**src/rtl/ctrl_pkg.sv**
```systemverilog
// Shared definitions for the VeriRISC sequencing controller:
// phase encoding, opcode values and the ALU-opcode classifier.
package ctrl_pkg;

    typedef enum logic [2:0] {
        INST_ADDR  = 3'd0,
        INST_FETCH = 3'd1,
        INST_LOAD  = 3'd2,
        IDLE       = 3'd3,
        OP_ADDR    = 3'd4,
        OP_FTCH    = 3'd5,
        ALU_OP     = 3'd6,
        STORE      = 3'd7
    } phase_e;

    localparam logic [2:0] OP_HLT = 3'd0;
    localparam logic [2:0] OP_SKZ = 3'd1;
    localparam logic [2:0] OP_ADD = 3'd2;
    localparam logic [2:0] OP_AND = 3'd3;
    localparam logic [2:0] OP_XOR = 3'd4;
    localparam logic [2:0] OP_LDA = 3'd5;
    localparam logic [2:0] OP_STO = 3'd6;
    localparam logic [2:0] OP_JMP = 3'd7;

    // Opcodes that read an operand from memory into the accumulator
    function automatic logic is_aluop(input logic [2:0] op);
        return (op == OP_ADD) || (op == OP_AND) ||
               (op == OP_XOR) || (op == OP_LDA);
    endfunction

endpackage

```
**src/rtl/ctrl_wdog.sv**
```systemverilog
// Memory wait-state watchdog: counts consecutive stalled wait cycles.
// Ports: i_clk, i_rst_n, i_wait_cyc (stalled cycle), i_clr, o_expire.
module ctrl_wdog #(
    parameter int TIMEOUT = 16,
    parameter int TMR_W   = (TIMEOUT > 0) ? $clog2(TIMEOUT + 1) : 1
) (
    input  logic i_clk,
    input  logic i_rst_n,
    input  logic i_wait_cyc,
    input  logic i_clr,
    output logic o_expire
);

    localparam logic [TMR_W-1:0] LAST =
        (TIMEOUT > 0) ? TMR_W'(TIMEOUT - 1) : '0;

    logic [TMR_W-1:0] r_cnt;

    // Expire on the stalled cycle that would take the count to TIMEOUT
    assign o_expire = (TIMEOUT > 0) && i_wait_cyc && (r_cnt == LAST);

    always_ff @(posedge i_clk or negedge i_rst_n) begin
        if (!i_rst_n) begin
            r_cnt <= '0;
        end else if (i_clr || o_expire) begin
            r_cnt <= '0;
        end else if (i_wait_cyc) begin
            r_cnt <= r_cnt + TMR_W'(1);
        end
    end

endmodule

```
**src/rtl/seq_controller.sv**
```systemverilog
// VeriRISC sequencer: 8-phase counter, memory wait states, watchdog,
// sticky halt/bus error and single-step hold.
// Ports: i_clk, i_rst_n, i_opcode, i_zero, i_mem_rdy, i_resume,
// i_step_mode; o_sel..o_wr datapath controls, o_phase, o_bus_err, o_busy.
module seq_controller
    import ctrl_pkg::*;
#(
    parameter int OPC_W   = 3,
    parameter int TIMEOUT = 16,
    parameter int TMR_W   = (TIMEOUT > 0) ? $clog2(TIMEOUT + 1) : 1
) (
    input  logic             i_clk,
    input  logic             i_rst_n,
    input  logic [OPC_W-1:0] i_opcode,
    input  logic             i_zero,
    input  logic             i_mem_rdy,
    input  logic             i_resume,
    input  logic             i_step_mode,
    output logic             o_sel,
    output logic             o_rd,
    output logic             o_ld_ir,
    output logic             o_inc_pc,
    output logic             o_halt,
    output logic             o_ld_ac,
    output logic             o_data_e,
    output logic             o_ld_pc,
    output logic             o_wr,
    output logic [2:0]       o_phase,
    output logic             o_bus_err,
    output logic             o_busy
);

    phase_e r_phase, w_phase_nx;
    logic   r_halted, w_halted_nx;
    logic   r_hold, w_hold_nx;
    logic   r_bus_err, w_bus_err_nx;

    logic       w_nop;
    logic [2:0] w_op;
    logic       w_hlt, w_skz, w_sto, w_jmp, w_alu;
    logic       w_run, w_wait_ph, w_wait_cyc, w_adv, w_expire;

    // Wide opcodes beyond the 8 defined codes decode as NOP
    if (OPC_W > 3) begin : g_wide
        assign w_nop = |i_opcode[OPC_W-1:3];
    end else begin : g_narrow
        assign w_nop = 1'b0;
    end

    assign w_op  = i_opcode[2:0];
    assign w_hlt = ~w_nop & (w_op == OP_HLT);
    assign w_skz = ~w_nop & (w_op == OP_SKZ);
    assign w_sto = ~w_nop & (w_op == OP_STO);
    assign w_jmp = ~w_nop & (w_op == OP_JMP);
    assign w_alu = ~w_nop & is_aluop(w_op);

    assign w_run     = ~r_halted & ~r_hold;
    assign w_wait_ph = (r_phase == INST_FETCH) ||
                       (r_phase == OP_FTCH && w_alu) ||
                       (r_phase == STORE && w_sto);
    assign w_wait_cyc = w_run & w_wait_ph & ~i_mem_rdy;
    assign w_adv      = w_run & (~w_wait_ph | i_mem_rdy);

    // Any cycle that is not a stalled wait either has mem_rdy,
    // changes phase, or is halted/held: all of these clear the count.
    ctrl_wdog #(
        .TIMEOUT (TIMEOUT),
        .TMR_W   (TMR_W)
    ) u_wdog (
        .i_clk      (i_clk),
        .i_rst_n    (i_rst_n),
        .i_wait_cyc (w_wait_cyc),
        .i_clr      (~w_wait_cyc),
        .o_expire   (w_expire)
    );

    always_ff @(posedge i_clk or negedge i_rst_n) begin
        if (!i_rst_n) begin
            r_phase   <= INST_ADDR;
            r_halted  <= 1'b0;
            r_hold    <= 1'b0;
            r_bus_err <= 1'b0;
        end else begin
            r_phase   <= w_phase_nx;
            r_halted  <= w_halted_nx;
            r_hold    <= w_hold_nx;
            r_bus_err <= w_bus_err_nx;
        end
    end

    always_comb begin
        w_phase_nx   = r_phase;
        w_halted_nx  = r_halted;
        w_hold_nx    = r_hold;
        w_bus_err_nx = r_bus_err;
        if (r_halted) begin
            if (i_resume) begin
                w_halted_nx  = 1'b0;
                w_bus_err_nx = 1'b0;
            end
        end else if (r_hold) begin
            if (i_resume) w_hold_nx = 1'b0;
        end else if (w_expire) begin
            w_bus_err_nx = 1'b1;
            w_halted_nx  = 1'b1;
            w_phase_nx   = INST_ADDR;
        end else if (w_adv) begin
            if (r_phase == OP_ADDR && w_hlt) begin
                w_halted_nx = 1'b1;
                w_phase_nx  = INST_ADDR;
            end else begin
                // STORE wraps to INST_ADDR through the 3-bit add
                w_phase_nx = phase_e'(r_phase + 3'd1);
                if (r_phase == STORE && i_step_mode) w_hold_nx = 1'b1;
            end
        end
    end

    always_comb begin
        o_sel    = 1'b0;
        o_rd     = 1'b0;
        o_ld_ir  = 1'b0;
        o_inc_pc = 1'b0;
        o_halt   = 1'b0;
        o_ld_ac  = 1'b0;
        o_data_e = 1'b0;
        o_ld_pc  = 1'b0;
        o_wr     = 1'b0;
        if (r_halted) begin
            o_halt = 1'b1;
        end else if (!r_hold) begin
            unique case (r_phase)
                INST_ADDR: o_sel = 1'b1;
                INST_FETCH: begin
                    o_sel = 1'b1;
                    o_rd  = 1'b1;
                end
                INST_LOAD, IDLE: begin
                    o_sel   = 1'b1;
                    o_rd    = 1'b1;
                    o_ld_ir = 1'b1;
                end
                OP_ADDR: begin
                    o_inc_pc = 1'b1;
                    o_halt   = w_hlt;
                end
                OP_FTCH: o_rd = w_alu;
                ALU_OP: begin
                    o_rd     = w_alu;
                    o_inc_pc = w_skz & i_zero;
                    o_data_e = w_sto;
                    o_ld_pc  = w_jmp;
                end
                STORE: begin
                    o_rd     = w_alu;
                    o_ld_ac  = w_alu;
                    o_data_e = w_sto;
                    o_wr     = w_sto;
                    o_ld_pc  = w_jmp;
                end
            endcase
        end
    end

    assign o_phase   = r_phase;
    assign o_bus_err = r_bus_err;
    assign o_busy    = w_run;

endmodule

```
**config.mk**
```make
export PLATFORM = sky130hd
export DESIGN_NAME = seq_controller
export DESIGN_NICKNAME = d
export VERILOG_FILES = /design/src/rtl/ctrl_pkg.sv /design/src/rtl/ctrl_wdog.sv /design/src/rtl/seq_controller.sv
export SDC_FILE = /design/constraint.sdc
export NUM_CORES = 1
export LEC_CHECK = 0
export ABC_AREA = 0
export CORE_UTILIZATION = 31
export CTS_CLUSTER_DIAMETER = 150
export DETAILED_ROUTE_END_ITERATION = 10
export HOLD_SLACK_MARGIN = 0.03
export PLACE_DENSITY = 0.55
export SLEW_MARGIN = 20
export SYNTH_ARGS = -nofsm -noshare
export SYNTH_HDL_FRONTEND = slang
export SYNTH_SLANG_ARGS = --single-unit
```
**constraint.sdc**
```tcl
create_clock -name i_clk -period 1.8 [get_ports i_clk]
set_input_delay 0.36 -clock i_clk [delete_from_list [all_inputs] [get_ports i_clk]]
set_output_delay 0.36 -clock i_clk [all_outputs]
set_load 0.01 [all_outputs]
```
# ---- After elaboration in Yosys (flattened, before gate mapping)
# Cells that the tools add are included.
dict set report word_totals {
  regBits 11
  in_bits 9
  out_inout_bits 14
}
dict set report classes {
  add_sub_neg 2
  eq_ne 17
  mux 47
  bitwise_logic 11
  n_reduce_logical 23
}
# operator count
set op_table {}
lappend op_table {{two-way mux 1 bit} 40}
lappend op_table {{equality test 3 bit, second input constant} 8}
lappend op_table {{equality test 3 x 2 -> 1 bit, second input constant} 4}
lappend op_table {{two-way mux 5 bit} 2}
lappend op_table {{two-way mux 3 bit} 3}
lappend op_table {{equality test 3 x 1 -> 1 bit, second input constant} 2}
lappend op_table {{logical NOT 3 bit} 2}
lappend op_table {{logical OR 1 bit} 6}
lappend op_table {{AND reduction 3 bit} 2}
lappend op_table {{nonzero test 2 bit} 3}
lappend op_table {{OR reduction 3 bit} 2}
lappend op_table {{adder 5 x 1 -> 5 bit, second input constant} 1}
lappend op_table {{AND 1 bit} 5}
lappend op_table {{equality test 5 x 4 -> 1 bit, second input constant} 1}
lappend op_table {{logical AND 1 bit} 5}
lappend op_table {{inverter 1 bit} 5}
lappend op_table {{!= test 2 bit, second input constant} 2}
lappend op_table {{one-hot mux 1 bit (2 select lines)} 2}
lappend op_table {{OR reduction 2 bit} 2}
lappend op_table {{OR reduction 4 bit} 1}
lappend op_table {{adder 3 x 1 -> 3 bit, second input constant} 1}
lappend op_table {{OR 1 bit} 1}

# ---- Logic depth before layout (Yosys ltp)
# Gate-level depths: netlist of the first run.
dict set report depth {
  word_depth 14
  depth_mapped 6
}

# ---- Hierarchy
# From an unflattened synthesis of the first run, not the netlist that was laid out.
dict set report hier_totals {
  hier_cells 94
  area_unflattened_um2 830.8
}
# mod n_inst cells_per_inst area_per_inst_um2
set modules_own_cells {}
lappend modules_own_cells {seq_controller 1 65 544.3}
lappend modules_own_cells {ctrl_wdog 1 29 286.5}

# ---- Worst setup path before layout of the first run
# OpenSTA, ideal clock, no wires.
dict set report synth_timing {
  path_type {register to output}
  from {reg r_phase[0] (netlist: o_phase[0])}
  to {out o_rd}
  arrival_ns 1.376
  required_time_ns 1.440
  slack_ns 0.064
  stages_incl_launch_ff 6
  n_path_buf 0
  cell_sequence {dfrtp_1 > ha_1 > ha_1 > or3_1 > a21oi_1 > nor3_1}
}
dict set report synth_between {
  elab_chain_len 5
  word_cells_on_any_way 11
  cone_classes {6 x eq/ne; 3 x mux; 2 x reduce/logical}
}
# element line_no
set synth_rtl {}
lappend synth_rtl {{from (decl)} seq_controller.sv:33} ;# phase_e r_phase, w_phase_nx;
lappend synth_rtl {{from (signal assigned)} seq_controller.sv:84} ;# r_phase <= w_phase_nx;
lappend synth_rtl {{equality test 3 bit (tied with other cells)} seq_controller.sv:132} ;# unique case (r_phase)
lappend synth_rtl {{OR reduction 3 bit (no source line)} -}
lappend synth_rtl {{one-hot mux 1 bit (2 select lines) (*)} seq_controller.sv:132}
lappend synth_rtl {{two-way mux 1 bit (*)} seq_controller.sv:131} ;# end else if (!r_hold) begin
lappend synth_rtl {{two-way mux 1 bit (*)} seq_controller.sv:129} ;# if (r_halted) begin
lappend synth_rtl {{to (decl)} seq_controller.sv:20} ;# output logic o_rd,
# Mark *: on every way between the ends. The rest lies on a longest branch, timed or not.

# ---- Worst setup path in the final report of the first run
dict set report layout_timing {
  from {reg r_phase[1] (netlist: o_phase[1])}
  to {out o_rd}
}
# The elaborated chain is that of the path after synthesis.

==> results.md, run 1 <==
* Internal at about 1.3 mW
* Final HPWL DP at approximately 1.6 mm
* Row count at 18
* Total Power at roughly 2.2 mW
* Worst-path cell chain: buf_4 > ha_4 > or3_4 > a21oi_2 > nor3_1 > buf_2
* Crit path kind: flip-flop to output pin
* Synth cell types at 30
* I/O pin count at 23
* H-tree depth at 1
* Leakage at roughly 0.7 nW
* CP max stage cell: dfrtp_2
* Starting Density at 32.7%
* Clock network power share at under 10%
* Fillers at 212
* Yosys top cell by area: dfrtp_1
* Required @ worst endpoint at 1.44 ns
* Drt total wl at 2.44 mm
* IO Port Bufs at 22
* Total CTS buffers at 3
* Pre-CTS WS at -0.481 ns
* Root Buffer Master: clkbuf_4
* Post-DRT Antenna Nets at 0
* CP Max Fanout at 5
* First drt pass iteration count at 3
* Fmax at 479 MHz
* RSZ-0062 raised after global routing: true
* Synth Instances at between 80 and 90
* Worst setup margin at -0.287 ns
* Number of global-route vias before repair at about 870
* Seq pwr share at 17.9%
* Fraction of layout cells with a size suffix above 1 at between 50% and 60%
* Pins Over Slew Limit at 0
* Initial antenna violation count at 0
* Syn_nets at 106
* Gr usage total at 17.6%
* Status: complete, but fails checks
* Total negative slack at -1.43 ns
* Clk_lat worst skew at 0.27 ns
* CP Launch Type: flip-flop
* Max Cap Viol at 0
* Mapped Area at 803 um^2
* Wirelength per Cell at roughly 14 um
* Slew headroom at between 60% and 70%
* Worst path max stage delay at roughly 0.45 ns
* Synthesized flop and latch total at 11
* Clk sink count at 11
* Final period util at 116%
* Crit path arrival time at about 1.7 ns
* Grt ovf at 0
* First-pass GRT wire length at about 3.6 mm
* Setup Viol. Count Final at 8
* Post-Layout Cell Count at roughly 170
* Critical path endpoint category: output pin
* Final min period at ~2.1 ns
* Area growth syn-to-layout at 81.6%
* Routability cong. at 0.710
* Sw frac at 41.5%
* Fin. Hold Viols at 0
* Core box area at ~0.0025 mm^2
* Worst-case clock buffer depth at 2
* YS warnings at 0
* Final nets at ~160
* Vias per cell at a little over 5
* Final core occ at between 50% and 60%
* Pwr dens at around 1500 mW/mm^2
* P_sw at between 0.9 and 1 mW
* Synth top area cells: dfrtp_1 34%, ha_1 14%, inv_1 3.7%
* Final Skew at 0.00573 ns
* Die extent in x at 52.9 um
* DIE HEIGHT at around 53 um
* Largest net degree at the start of global routing at 12
* Post-synth top area share at between 30 and 40%
* Power share of the combinational group at between 70 and 80%
* Via Count at 879
* Register area share after synthesis at between 30% and 40%
* Die ar. at between 0.002 and 0.003 mm^2
* # hold bufs at CTS at 0
* CTS tree: built
* Worst hold-check path type: primary input to asynchronous set/reset pin
* Mean Syn Cell Area at 9.13 um^2
* Worst-margin pin slew at about 0.53 ns
* ANT cells at 0
* Failing checks: negative setup slack
* Reg clk slew, reported paths at approximately 0.07 ns
* Drt drc at 0
* 1st-iter DRT viols at 7
* Area of the multi-input gates at roughly 640 um^2
* Max VDD drop at 0.000974 V
* Register area at ~280 um^2
* Placed cells at 160
-- metrics by stage --
| step | area [um^2] | hold WS, ns |
|---|---|---|
| after floorplan | 803 | 0.0644 |
| after global placement | 1210 | 0.467 |
| after detailed placement | 1210 | 0.475 |
| after CTS | 1330 | 0.442 |
| after global routing | 1460 | 0.458 |
| final | 1460 | 0.434 |
-- layer usage --
metal	up-vias	track usage (%)	share of wire, %
met1	430	22.3	44
met4	0	3.95	2.2
li1	427	-	-
met3	6	1.72	2.7
met5	-	0	0
met2	16	31.9	51
-- sequential cells by signal (all words and copies together), names as in the netlist --
name          flops
u_wdog.r_cnt      5
r_hold            1
o_phase           3
o_bus_err         1
r_halted          1
-- layout make-up --
cell class,count,share of cell area (%)
Tap cell,30,2.57
Clock buffer,4,1.80
Timing Repair Buffer,52,30.1
Sequential cell,11,19.0
Inverter,8,2.57
Multi-Input combinational cell,68,43.9
-- layout by cell type, fill, tap and decap left out, types with 2 or more instances in the layout --
cell	instances
a21oi_2	4
and3_1	4
buf_2	8
buf_4	22
buf_6	8
clkbuf_4	3
clkdlybuf4s50_1	9
dfrtp_1	9
dfrtp_2	2
dlymetal6s2s_1	3
ha_1	3
ha_4	6
inv_1	5
inv_2	2
nand2_1	4
nand3_1	2
nor2_1	6
nor3_1	2
nor4_1	3
o21ai_0	3
o22ai_1	3
or3_1	3
xnor2_1	2
-- worst max-delay path, delay by kind of cell, from the launching register on --
family | cells | cell delay, ns
compound gates | 1 | 0.13
buf+inv | 2 | 0.29
flops | 1 | 0.45
simple gates | 2 | 0.41
fa+ha+maj | 1 | 0.17
-- worst paths after layout --
check | endpoint | from | depth (start not counted) | slack (ns)
min in group i_clk | o_bus_err$_DFFE_PN0P_ | o_bus_err$_DFFE_PN0P_ | 2 | 0.48
hold reg to reg | o_bus_err$_DFFE_PN0P_ | o_bus_err$_DFFE_PN0P_ | 2 | 0.48
hold / removal | r_hold$_DFFE_PN0N_ | i_rst_n | 1 | 0.43
setup reg to reg | o_phase[2]$_DFFE_PN0P_ | o_phase[0]$_DFFE_PN0P_ | 8 | -0.01
max in group asynchronous | o_phase[0]$_DFFE_PN0P_ | i_rst_n | 1 | 0.99
setup / recovery | o_rd | o_phase[1]$_DFFE_PN0P_ | 6 | -0.29
-- synth_stat cells --
cell,number
dfrtp_1,11
ha_1,9
inv_1,8
nor2_1,7
nand2_1,6
a21oi_1,5
and3_1,4
o21ai_0,4
or3_1,4
nor3_1,3
nor4_1,3
o22ai_1,3
nand2b_1,2
nand3_1,2
xnor2_1,2
a2111oi_4,1
a211oi_2,1
a21o_1,1
a22oi_1,1
a41oi_1,1
and4b_1,1
buf_2,1
nand3b_1,1
nor4b_1,1
o21ai_2,1
o21ba_2,1
o21bai_1,1
o31ai_2,1
or2_1,1
xor2_1,1
-- cell families (layout without fill, tap and decap cells) --
| family | count (synthesis) | in the layout | synth area share (%) |
|---|---|---|---|
| xor+xnor | 3 | 3 | 3.27 |
| fa+ha+maj | 9 | 9 | 14.0 |
| buf+inv | 9 | 64 | 4.36 |
| simple gates | 35 | 35 | 23.4 |
| compound gates | 21 | 21 | 20.7 |
| flops | 11 | 11 | 34.3 |
-- what timing repair did --
action	4_1_cts	5_1_grt
gates resized for setup	49	40
pin swaps	4	13
setup endpoints to repair	10	22
buffers inserted	7	4
-- power groups by stage --
| stage | clock network, mW | registers [mW] | logic (mW) |
|---|---|---|---|
| final | 0.172 | 0.394 | 1.64 |
| after global routing | 0.187 | 0.404 | 1.77 |
| after CTS | 0.173 | 0.366 | 1.38 |
| after detailed placement | 0 | 0.365 | 1.23 |
| after global placement | 0 | 0.362 | 1.22 |
| after floorplan | 0 | 0.397 | 0.537 |
Note: power is estimated with default switching activity, not from simulation.
==> run 2: changes to the inputs <==
- CORE_ASPECT_RATIO: unset -> 1.2
==> run 2 against run 1 <==
- the run still ends with negative setup slack left
- via count is 3.2% lower
- count of clock-buffer cells in the layout stayed put
- sequential power hardly changed
- non-clock buffer count stayed put
- fmax is 1.1% higher
- combinational power is 7% lower
- global-route usage is 1.4 points lower
- final cell count is 0.58% higher
- power is 5.2% lower
- critical path type unchanged
- largest cell class unchanged
- critical path depth stayed put
- sequential cell count stayed put
==> results.md, run 2 (synthesis gave the netlist of run 1 again) <==
* Status: complete, but fails checks
* Failing checks: negative setup slack
* Final period util at 115%
* Fraction of layout cells with a size suffix above 1 at approximately half
* Clk sink count at 11
* Worst-path cell chain: buf_4 > ha_4 > or3_4 > a21oi_2 > nor3_1 > buf_2
* Worst-case clock buffer depth at 2
* CTS tree: built
* Max VDD drop at 0.000903 V
* Required @ worst endpoint at 1.44 ns
* Worst path max stage delay at between 0.4 and 0.5 ns
* Largest register FFs at 5
* Sw frac at just over 40%
* Crit path arrival time at about 1.7 ns
* H-tree depth at 1
* Drt drc at 0
* CP top delay family: flip-flops
* Gr usage total at 16.3%
* I/O pin count at 23
* Wirelength per Cell at between 10 and 15 um
* Setup slack, reg-to-reg at ~0.10 ns
* Final Cell Area at around 0.0014 mm^2
* Fin. Hold Viols at 0
* Via Count at ~850
* Max Cap Viol at 0
* Pwr dens at 1460 mW/mm^2
* Pins Over Slew Limit at 0
* Largest net degree at the start of global routing at 12
* DIE HEIGHT at about 58 um
* RSZ-0062 raised after global routing: true
* Worst setup margin at -0.264 ns
* Total Power at around 2.1 mW
* Total CTS buffers at 3
* Starting Density at around 34%
* 1st-iter DRT viols at 10
* Leakage at 0.671 nW
* Post-DRT Antenna Nets at 0
* Setup Viol. Count Final at 7
* Number of global-route vias before repair at ~850
* Grt ovf at 0
* Die extent in x at 48.5 um
* Slew headroom at ~67%
* Crit path kind: flip-flop to output pin
* Final nets at ~160
* Row count at 19
* Register with the highest flop count: u_wdog.r_cnt
* Core box area at roughly 0.0024 mm^2
* IO Port Bufs at 22
* Fmax at 485 MHz
* Worst hold-check path type: primary input to asynchronous set/reset pin
* DP Area at roughly 0.0012 mm^2
* Final Skew at about 0.0013 ns
* First-pass GRT wire length at 3.58 mm
* ANT cells at 0
* Clock network power share at 7.9%
* P_sw at 0.853 mW
* Final min period at approximately 2.1 ns
* CP Launch Type: flip-flop
* Final HPWL DP at about 1.6 mm
* Power share of the combinational group at between 70 and 80%
* Clk_lat worst skew at ~0.26 ns
* Commonest non-fill, non-tap cell in the layout: buf_4
* Vias per cell at slightly below 5
* Initial antenna violation count at 0
* Seq pwr share at a little under a fifth
* Root Buffer Master: clkbuf_4
* Total negative slack at -0.926 ns
* First drt pass iteration count at 4
* Most frequent cells in the layout: 26 x buf_4, 9 x clkdlybuf4s50_1, 9 x dfrtp_1, 9 x buf_2
* Reg2reg start: o_phase[0]$_DFFE_PN0P_
* CP Max Fanout at 6
* Internal at 1.23 mW
* Routability cong. at 0.739
* Reg clk slew, reported paths at roughly 0.070 ns
* Buf+Inv Stages, Crit Path at 2
* Worst r2r dst: o_bus_err$_DFFE_PN0P_
* Worst-margin pin slew at ~0.5 ns
* Area growth syn-to-layout at 78.2%
* Critical path endpoint category: output pin
* Die ar. at 0.00280 mm^2
* Drt total wl at 2.18 mm
* CP max stage cell: dfrtp_2
* R2R depth at 7
run 2: cell count changes in the layout (fill, tap and decap cells not counted), moves of 2 or more:
cell,change
dlygate4sd2_1,+2
buf_4,+4
dlymetal6s2s_1,-2
buf_6,-4
inv_4,+2
run 2: worst register-to-register path: cells and delay by family, from the launching register on:
kind	cells	cell delay [ns]
AOI/OAI and AO/OA	3	0.55
DFF	1	0.46
adders and majority gates	2	0.36
buffers and inverters	1	0.12
and+or+nand+nor	1	0.08
run 2: worst max path at each step:
stage          slack (ns)  cells after the start      to                    from
6_report            -0.26                      6    o_rd  o_phase[1]$_DFFE_PN0P_
5_1_grt             -0.32                      6    o_rd  o_phase[0]$_DFFE_PN0P_
4_1_cts             -0.29                      6    o_rd  o_phase[0]$_DFFE_PN0P_
3_5_place_dp        -0.46                      5  o_halt             i_opcode[1]
3_3_place_gp        -0.47                      5  o_halt             i_opcode[1]
2_1_floorplan        0.06                      5    o_rd  o_phase[0]$_DFFE_PN0P_
run 2: timing repair:
action	4_1_cts	5_1_grt
setup endpoints to repair	10	13
hold buffers	0	0
pin swaps	7	10
gates resized for setup	57	26
buffers inserted	2	5
run 2: area by class of cell:
class / count / area [um^2]
fillers: 216 / 946
multi-input cells: 68 / 643
repair buffers: 52 / 410
flip-flops and latches: 11 / 278
well taps: 31 / 38.8
inverters: 8 / 35.0
clock buffers: 4 / 26.3
run 2: per-stage QoR:
| step | setup slack [ns] | hold slack (ns) | util (%) | instances |
|---|---|---|---|---|
| 3_5_place_dp | -0.462 | 0.465 | 51.7 | 163 |
| 2_1_floorplan | 0.0644 | 0.0644 | - | 88 |
| 6_report | -0.264 | 0.424 | 60.2 | 174 |
| 3_3_place_gp | -0.474 | 0.465 | 51.7 | 163 |
| 4_1_cts | -0.290 | 0.437 | 56.5 | 169 |
| 5_1_grt | -0.323 | 0.459 | 60.2 | 174 |
run 2: power by group through the flow:
stage / Combinational [mW] / Sequential [mW] / Clock (mW)
2_1_floorplan: 0.537 / 0.397 / 0
3_3_place_gp: 1.21 / 0.360 / 0
3_5_place_dp: 1.23 / 0.361 / 0
4_1_cts: 1.32 / 0.389 / 0.175
5_1_grt: 1.67 / 0.405 / 0.186
6_report: 1.53 / 0.392 / 0.165
run 2: per-layer routing:
metal | vias to the layer above | track usage [%] | part of all wire (%)
met5 | - | 0 | 0
met4 | 0 | 7.56 | 0.60
met3 | 2 | 1.57 | 3.7
met2 | 26 | 30.2 | 52
met1 | 395 | 19.0 | 43
li1 | 428 | - | -
